==> config.mk <==
export PLATFORM = sky130hd
export DESIGN_NAME = poly_mult_ctrl
export DESIGN_NICKNAME = d
export VERILOG_FILES = /design/src/rtl/poly_mult_ctrl_pkg.sv /design/src/rtl/poly_mult_ctrl_lfsr.sv /design/src/rtl/poly_mult_ctrl.sv
export SDC_FILE = /design/constraint.sdc
export NUM_CORES = 1
export LEC_CHECK = 0
export ABC_AREA = 1
export CORE_AREA = 2 2 304 306
export CTS_BUF_LIST = sky130_fd_sc_hd__clkbuf_8
export DETAILED_ROUTE_END_ITERATION = 8
export DIE_AREA = 0 0 306 308
export GPL_ROUTABILITY_DRIVEN = 0
export SYNTH_ARGS = -nofsm -noshare
export SYNTH_HDL_FRONTEND = slang
export SYNTH_SLANG_ARGS = --single-unit
==> constraint.sdc <==
create_clock -name clk -period 3.65 [get_ports clk]
set_clock_uncertainty 0.15 [all_clocks]
set_input_delay 0.9125 -clock clk [delete_from_list [all_inputs] [get_ports clk]]
set_output_delay 0.9125 -clock clk [all_outputs]
set_load 0.005 [all_outputs]
==> src/rtl/poly_mult_ctrl_pkg.sv <==
// poly_mult_ctrl_pkg
//   Shared definitions for the poly_mult sequencer:
//   - state_e       : sequencer FSM states
//   - LFSR_W        : LFSR width
//   - LFSR_TAPS     : Galois tap mask for x^16+x^14+x^13+x^11+1
//   - DUMMY_REP     : LFSR copies forming a 128-bit dummy operand ({8{lfsr}})
//   - dummy_rep()   : copies needed to cover an arbitrary operand width
//   - lfsr_next()   : one Galois LFSR step
//   Optional feature macro used by the sequencer: POLY_MULT_DUMMY_EN.
package poly_mult_ctrl_pkg;

  typedef enum logic [2:0] {
    ST_IDLE = 3'd0,
    ST_LOAD = 3'd1,
    ST_ACK  = 3'd2,
    ST_RUN  = 3'd3,
    ST_DONE = 3'd4,
    ST_ERR  = 3'd5
  } state_e;

  localparam int          LFSR_W    = 16;
  localparam logic [15:0] LFSR_TAPS = 16'hB400;
  localparam int          DUMMY_REP = 8;

  // Number of LFSR copies needed to fill a dummy operand of the given width.
  function automatic int dummy_rep(input int width);
    if (width == DUMMY_REP * LFSR_W) begin
      return DUMMY_REP;
    end
    return (width + LFSR_W - 1) / LFSR_W;
  endfunction

  // Right-shifting Galois step: the bit shifted out selects the tap mask.
  function automatic logic [15:0] lfsr_next(input logic [15:0] s);
    return s[0] ? ((s >> 1) ^ LFSR_TAPS) : (s >> 1);
  endfunction

endpackage

==> src/rtl/poly_mult_ctrl_lfsr.sv <==
// poly_mult_ctrl_lfsr
//   Free-running 16-bit Galois LFSR, advances every clock.
//   Ports:
//     clk     in   clock, rising edge
//     resetn  in   asynchronous active-low reset (loads pSEED)
//     lfsr_o  out  current LFSR state
//   Instantiated by poly_mult_ctrl only when POLY_MULT_DUMMY_EN is defined.
module poly_mult_ctrl_lfsr
  import poly_mult_ctrl_pkg::*;
#(
  parameter logic [15:0] pSEED = 16'hACE1
) (
  input  logic        clk,
  input  logic        resetn,
  output logic [15:0] lfsr_o
);

  logic [15:0] lfsr_q;
  logic [15:0] lfsr_d;

  always_comb begin
    lfsr_d = lfsr_next(lfsr_q);
  end

  always_ff @(posedge clk or negedge resetn) begin
    if (!resetn) begin
      lfsr_q <= pSEED;
    end else begin
      lfsr_q <= lfsr_d;
    end
  end

  assign lfsr_o = lfsr_q;

endmodule

==> src/rtl/poly_mult_ctrl.sv <==
// poly_mult_ctrl
//   Sequencer between the register block and the poly_mult core. Accepts a
//   start, issues load pulses to the core, follows its busy handshake,
//   captures the real result and reports done/busy/trigger. With
//   POLY_MULT_DUMMY_EN defined the real operation is hidden among a random
//   number of dummy operations; a watchdog aborts a hung core.
//   Ports:
//     clk, resetn        clock / asynchronous active-low reset
//     start_i            start request, level sampled in IDLE
//     key_i, data_i      key and operand, captured on accepted start
//     mult_load_o        one-cycle load pulse to the core
//     mult_key_o         captured key to the core
//     mult_data_o        operand to the core (real or dummy)
//     mult_data_i        core result
//     mult_busy_i        core busy
//     result_o           captured real result
//     done_o             one-cycle completion pulse
//     busy_o             high from accepted start until the done cycle
//     trigger_o          scope trigger, high across all operations
//     timeout_o          sticky watchdog flag, cleared on next start
//     dummy_cnt_o        {n_post, n_pre} of the current/last run
//     dbg_state_o        current FSM state (state_e encoding)
//   Macro: POLY_MULT_DUMMY_EN enables the LFSR and dummy insertion.
module poly_mult_ctrl #(
  parameter int unsigned pKEY_WIDTH  = 128,
  parameter int unsigned pDATA_WIDTH = 128,
  parameter int unsigned pDUMMY_BITS = 3,
  parameter int unsigned pTO_BITS    = 16,
  parameter logic [15:0] pLFSR_SEED  = 16'hACE1
) (
  input  logic                     clk,
  input  logic                     resetn,
  input  logic                     start_i,
  input  logic [pKEY_WIDTH-1:0]    key_i,
  input  logic [pDATA_WIDTH-1:0]   data_i,
  output logic                     mult_load_o,
  output logic [pKEY_WIDTH-1:0]    mult_key_o,
  output logic [pDATA_WIDTH-1:0]   mult_data_o,
  input  logic [pDATA_WIDTH-1:0]   mult_data_i,
  input  logic                     mult_busy_i,
  output logic [pDATA_WIDTH-1:0]   result_o,
  output logic                     done_o,
  output logic                     busy_o,
  output logic                     trigger_o,
  output logic                     timeout_o,
  output logic [2*pDUMMY_BITS-1:0] dummy_cnt_o,
  output logic [2:0]               dbg_state_o
);
  import poly_mult_ctrl_pkg::*;

  // Op index covers up to 2*(2^B-1)+1 operations.
  localparam int IDX_W = pDUMMY_BITS + 1;
  localparam logic [pTO_BITS-1:0] TO_LAST = {{(pTO_BITS-1){1'b1}}, 1'b0};

  state_e                   state_q, state_d;
  logic [IDX_W-1:0]         idx_q, idx_d;
  logic [pKEY_WIDTH-1:0]    key_q, key_d;
  logic [pDATA_WIDTH-1:0]   data_q, data_d;
  logic [pDATA_WIDTH-1:0]   mdata_q, mdata_d;
  logic [pDATA_WIDTH-1:0]   result_q, result_d;
  logic                     timeout_q, timeout_d;
  logic [pTO_BITS-1:0]      wd_q, wd_d;

  logic                     start_acc;
  logic [pDUMMY_BITS-1:0]   n_pre, n_post, n_pre_new;
  logic [pDATA_WIDTH-1:0]   dummy_data;
  logic [IDX_W-1:0]         idx_nxt, last_idx;
  logic                     is_real, wd_hit;

  assign start_acc = (state_q == ST_IDLE) && start_i;

`ifdef POLY_MULT_DUMMY_EN
  localparam int REP_N = dummy_rep(int'(pDATA_WIDTH));

  logic [LFSR_W-1:0]        lfsr;
  logic [REP_N*LFSR_W-1:0]  rep;
  logic [pDUMMY_BITS-1:0]   n_pre_q, n_post_q;

  poly_mult_ctrl_lfsr #(
    .pSEED (pLFSR_SEED)
  ) u_lfsr (
    .clk    (clk),
    .resetn (resetn),
    .lfsr_o (lfsr)
  );

  always_ff @(posedge clk or negedge resetn) begin
    if (!resetn) begin
      n_pre_q  <= '0;
      n_post_q <= '0;
    end else if (start_acc) begin
      n_pre_q  <= lfsr[pDUMMY_BITS-1:0];
      n_post_q <= lfsr[2*pDUMMY_BITS-1:pDUMMY_BITS];
    end
  end

  assign n_pre      = n_pre_q;
  assign n_post     = n_post_q;
  // The first operand is chosen on the start edge, before n_pre_q is valid.
  assign n_pre_new  = lfsr[pDUMMY_BITS-1:0];
  assign rep        = {REP_N{lfsr}};
  assign dummy_data = rep[pDATA_WIDTH-1:0];
`else
  assign n_pre      = '0;
  assign n_post     = '0;
  assign n_pre_new  = '0;
  assign dummy_data = '0;
`endif

  assign idx_nxt  = idx_q + 1'b1;
  assign last_idx = {1'b0, n_pre} + {1'b0, n_post};
  assign is_real  = (idx_q == {1'b0, n_pre});
  assign wd_hit   = (wd_q == TO_LAST);

  // Core handshake: mult_load_o is a single-cycle request with the operand
  // and key stable on mult_data_o/mult_key_o. The core acknowledges by
  // raising mult_busy_i and signals completion (result valid on mult_data_i)
  // by dropping it; the first cycle busy is sampled low after being high
  // ends the operation.
  always_comb begin
    state_d   = state_q;
    idx_d     = idx_q;
    key_d     = key_q;
    data_d    = data_q;
    mdata_d   = mdata_q;
    result_d  = result_q;
    timeout_d = timeout_q;
    wd_d      = wd_q;

    unique case (state_q)
      ST_IDLE: begin
        if (start_i) begin
          key_d     = key_i;
          data_d    = data_i;
          idx_d     = '0;
          timeout_d = 1'b0;
          mdata_d   = (n_pre_new == '0) ? data_i : dummy_data;
          state_d   = ST_LOAD;
        end
      end
      ST_LOAD: begin
        wd_d    = '0;
        state_d = ST_ACK;
      end
      ST_ACK: begin
        wd_d = wd_q + 1'b1;
        if (mult_busy_i) begin
          state_d = ST_RUN;
        end else if (wd_hit) begin
          // Flag and clear now so both are visible in the ERR/done cycle.
          timeout_d = 1'b1;
          result_d  = '0;
          state_d   = ST_ERR;
        end
      end
      ST_RUN: begin
        wd_d = wd_q + 1'b1;
        if (!mult_busy_i) begin
          if (is_real) begin
            result_d = mult_data_i;
          end
          if (idx_q == last_idx) begin
            state_d = ST_DONE;
          end else begin
            idx_d   = idx_nxt;
            mdata_d = (idx_nxt == {1'b0, n_pre}) ? data_q : dummy_data;
            state_d = ST_LOAD;
          end
        end else if (wd_hit) begin
          timeout_d = 1'b1;
          result_d  = '0;
          state_d   = ST_ERR;
        end
      end
      ST_DONE: begin
        state_d = ST_IDLE;
      end
      ST_ERR: begin
        state_d = ST_IDLE;
      end
      default: begin
        state_d = ST_IDLE;
      end
    endcase
  end

  always_ff @(posedge clk or negedge resetn) begin
    if (!resetn) begin
      state_q   <= ST_IDLE;
      idx_q     <= '0;
      key_q     <= '0;
      data_q    <= '0;
      mdata_q   <= '0;
      result_q  <= '0;
      timeout_q <= 1'b0;
      wd_q      <= '0;
    end else begin
      state_q   <= state_d;
      idx_q     <= idx_d;
      key_q     <= key_d;
      data_q    <= data_d;
      mdata_q   <= mdata_d;
      result_q  <= result_d;
      timeout_q <= timeout_d;
      wd_q      <= wd_d;
    end
  end

  assign mult_load_o = (state_q == ST_LOAD);
  assign mult_key_o  = key_q;
  assign mult_data_o = mdata_q;
  assign result_o    = result_q;
  assign done_o      = (state_q == ST_DONE) || (state_q == ST_ERR);
  assign busy_o      = (state_q == ST_LOAD) || (state_q == ST_ACK) || (state_q == ST_RUN);
  assign trigger_o   = busy_o;
  assign timeout_o   = timeout_q;
  assign dummy_cnt_o = {n_post, n_pre};
  assign dbg_state_o = state_q;

endmodule
# Word-level counts from Yosys, hierarchy flattened
# Cells that the tools add are included.
# word_totals
regBits,536
input_bits,388
output_inout_bits,398
word_cells,63
# op_classes
n_addsub,2
eq_ne,12
muxes,26
n_reduce_logical,15
# ops
op,n
2-to-1 mux 128 bit,8
case mux 128 bit (2 select lines),2
case mux 16 bit (2 select lines),1
adder 16 x 1 -> 16 bit (second input constant),1
== test 16 bit (second input constant),1
2-to-1 mux 3 bit,5
2-to-1 mux 4 bit,3
case mux 3 bit (4 select lines),1
inequality test 2 bit (second input constant),5
zero test 4 bit,2
case mux 4 bit (2 select lines),1
AND reduction 4 bit,2
== test 3 x 2 -> 1 bit (second input constant),2
== test 3 bit (second input constant),2
nonzero test 2 bit,3
adder 4 x 1 -> 4 bit (second input constant),1
2-to-1 mux 1 bit,4
== test 3 x 1 -> 1 bit (second input constant),1
zero test 3 bit,1
logical OR 1 bit,3
inequality test 3 bit (second input constant),1
case mux 1 bit (3 select lines),1
AND reduction 3 bit,1
nonzero test 3 bit,1
2 further kinds,2

# Logic depth before layout (Yosys ltp)
# logic_depth
ltp_word,6
ltp_mapped,11
depth_no_buf,9

# Worst setup path after synthesis
# No wires, ideal clock.
# synth_path
path_type,flip-flop to output port
startpoint,register state_q[2] (netlist: dbg_state_o[2])
endpoint,output port trigger_o
arrival_time_ps,1118
required_ps,2588
path_slack_ps,1470
stages_incl_launch_ff,5
path_buffers,1
path_cell_list,dfrtp_1 nor2_1 nand2_1 nand2_1 buf_4
# synth_between
elab_chain_len,3
elab_cells_between_ends,5
classes_between,3 x eq/ne; 2 x reduce/logical
# synth_rtl
element,line,rtl
"start, declared",poly_mult_ctrl.sv:55,"state_e state_q, state_d;"
"start signal, assigned",poly_mult_ctrl.sv:198,state_q <= state_d;
== test 3 x 1 -> 1 bit or == test 3 x 2 -> 1 bit (tied branches),poly_mult_ctrl.sv:214,assign busy_o = (state_q == ST_LOAD) || (state_q == ST_ACK) || (state_q == ST_RUN);
logical OR 1 bit,poly_mult_ctrl.sv:214,
logical OR 1 bit *,poly_mult_ctrl.sv:214,
"end, declared",poly_mult_ctrl.sv:44,"output logic trigger_o,"
# Mark *: on every way between the ends. The rest lies on a longest branch, timed or not.

# Worst setup path after layout
# layout_path
startpoint,register state_q[2] (netlist: dbg_state_o[2])
endpoint,output port busy_o
# layout_between
elab_chain_len,3
elab_cells_between_ends,5
classes_between,3 x eq/ne; 2 x reduce/logical
# layout_rtl
element,line,rtl
== test 3 x 1 -> 1 bit or == test 3 x 2 -> 1 bit (tied branches),poly_mult_ctrl.sv:214,
logical OR 1 bit,poly_mult_ctrl.sv:214,
logical OR 1 bit *,poly_mult_ctrl.sv:214,
"end, declared",poly_mult_ctrl.sv:43,"output logic busy_o,"
# Marked as above.

==> metrics.txt <==
clock period minus worst slack=between 3 and 4 ns; DR WL/cell=17.80 um; placed wire-length estimate=59270 um; Die Height=308 um; Netlist Area Pre-Place=around 23000 um2; Arr. time, crit path=between 2 and 2.5 ns; Final period util=92.91%; Die X=between 300 and 400 um; f_max=294.9 MHz; Psw=10.34 mW; Static Leakage=16.65 nW; DR vias=21158; Pwr Total=between 20 and 30 mW; TritonCTS clock tree=built; setup TNS=0 ns; Hold Vio Cnt, Final=0; vias per std cell=4.361; clk_lat worst skew=0.75 ns; status=completed; Cell Int Power=17.55 mW; Clk Tree Root Cell=clkbuf_8; post-synth top area share=59.27%; clock buffer depth=3; Design Area, Final=34000 um2; DP Area=roughly 32000 um2; final antenna-violating net count=0; drt total wl=86390 um; Setup crit start=dbg_state_o[2]; worst rel slew slack=52.05%; Slew @ Worst Pin=0.7193 ns; switch share=37.07%; FF-to-FF path depth=9; data required time at the worst endpoint=about 2.6 ns; post-CTS setup buffers=0; boundary pin count=786; r2r endpoint=result_o[107]; Max-Cap Viols=0; clock group share of total power=20.8%; Crit Path Class=register to primary output; cell count after synthesis=2825; largest net degree at the start of global routing=132; CTS sink count=536; Avg Synthesized Cell Area=8.011 um2; Pre-Repair DR Iteration Count=5; Cell Chain, Critical Path=nor2_1, nand2_2, nand2_1, clkdlybuf4s50_1; register share of total power=a little over a third; first-pass GRT wire length=around 130000 um; Post-synth top flop=dfrtp_1; fin. max-slew vios=0; worst vdd ir=0.4314 mV; vias in the first global route=21225; CTS clk-pin slew, worst paths=0.06 ns; top cells by area, synth=dfrtp_1, nand2_1, o21ai_0; warnings from Yosys=0; Area Overhead vs Synth=50.25%; reg2reg setup slack=1.07 ns; DRC violations left=0; CP max stage delay=0.53 ns; core area=90970 um2; area leader, netlist=dfrtp_1; Die ar.=94250 um2; initial antenna violation count=19; worst r2r src=dbg_state_o[2]; Post-synth EDFFs=0; Starting DRT DRC Count=1706; H-tree Lvls=3; Yosys reg bits=about 540; # rows=roughly 110; Initial Utilization=24.88%; Worst setup endpoint=busy_o; register area share after synthesis=between 50% and 60%; nature of the critical path endpoint=primary output; Setup-failing EPs final=0; TritonCTS Buffers=98; Power per Cell Area=820.0 nW/um2; CP Launch Type=register; final net count=3993; Tightest Hold Check Type=register to register; worst-path fanout max=8; Yosys cell types=25; share of layout cells above drive strength 1=around 5.7%; Synth async-reset ratio=100.0%; final core utilization=37.38%; slowest stage cell, crit path=clkdlybuf4s50_1; number of port buffers=approximately 780; RSZ-0062 raised after global routing=no; Hold Path Stages=2; GR Overflow Total=0; GRT Total Usage=a little under a fifth; combinational fraction of design power=42.6%
==> per-layer routing <==
metal	vias up	wire length (um)	track usage, %
li1	10260	-	-
met3	165	6678	5.628
met2	692	41110	29.13
met1	10013	35660	22.35
met5	-	201	0
met4	28	2737	7.126
==> kinds of logic after synthesis <==
logic type               synth area share, %
AND/OR/NAND/NOR                        32.34
adder cells (fa/ha/maj)               0.2764
XOR/XNOR                             0.03871
flip-flops                             59.27
buffers and inverters                  4.213
other                                0.01657
AO/OA/AOI/OAI                          3.843
==> worst max-delay path, delay by kind of cell, from the launching register on <==
family	cells	cell delay [ns]
DFF	1	0.45
and+or+nand+nor	3	0.62
buffers and inverters	1	0.53
==> cells in the mapped netlist, types with 2 or more instances <==
master       n
nand2_1   1673
dfrtp_1    536
o21ai_0    157
nand3_1    153
clkbuf_1    90
buf_2       63
nor2_1      50
inv_1       46
buf_4       11
buf_1        9
o21ai_1      6
a21oi_1      5
ha_1         5
nand4_1      5
inv_2        3
nand3b_1     2
nor2_4       2
o22ai_1      2
==> cells in the final DEF, fill, tap and decap left out, drive strengths merged <==
master / instances
nand2: 1673
clkdlybuf4s50: 778
dfrtp: 536
o21ai: 163
nand3: 153
clkbuf: 116
inv: 84
buf: 64
nor2: 53
diode: 7
conb: 6
a21oi: 6
nand4: 5
ha: 5
bufinv: 4
clkinv: 3
nand3b: 2
o22ai: 2
nor3: 1
o21bai: 1
xor2: 1
or2: 1
clkinvlp: 1
dlygate4sd3: 1
==> how the worst min path moves through the flow <==
stage                       start       endpoint  slack (ns)
finish               result_o[95]   result_o[95]        0.32
global route        result_o[110]  result_o[110]        0.33
CTS                   result_o[1]    result_o[1]        0.32
detailed placement    result_o[1]    result_o[1]        0.31
global placement      result_o[0]    result_o[0]        0.30
floorplan               data_q[0]      data_q[0]        0.30
==> registers in the layout, summed over array words and instances, names as in the netlist <==
| register | cells |
|---|---|
| dbg_state_o | 3 |
| timeout_o | 1 |
| result_o | 128 |
| idx_q | 4 |
| mult_key_o | 128 |
| mult_data_o | 128 |
| wd_q | 16 |
| data_q | 128 |
==> metrics by stage <==
stage                     hold WS (ns)  setup WS, ns  instances
after floorplan                 0.2992         1.470       2830
after global placement          0.3039        0.5515       4685
after detailed placement        0.3086        0.4982       4685
after CTS                       0.3219       0.07561       4845
after global routing            0.3338       0.06300       4850
final                           0.3188        0.2588       4852
==> power groups by stage <==
stage	clock network [mW]	logic (mW)	registers, mW
3_3_place_gp	0	11.9	10.3
4_1_cts	6.03	12.1	10.2
6_report	5.81	11.9	10.2
5_1_grt	6.28	13.2	10.5
3_5_place_dp	0	12.1	10.2
2_1_floorplan	0	4.93	10.1
==> area by class of cell <==
class | instances | area, um2
antenna | 7 | 17.52
clock buffer | 116 | 1597
clock inverter | 43 | 312.8
fill | 9211 | 56970
inverter | 49 | 191.4
multi-input combinational | 2072 | 8352
sequential | 536 | 13410
tap | 1186 | 1484
timing repair buffer | 843 | 8636
==> timing repair <==
action                                  in CTS  in global routing
hold endpoints to repair                    47                  0
endpoints found under the setup margin       0                  2
hold buffers                                 1                  0
gates resized for setup                      0                  1
Power figures use the tool's default switching activity.
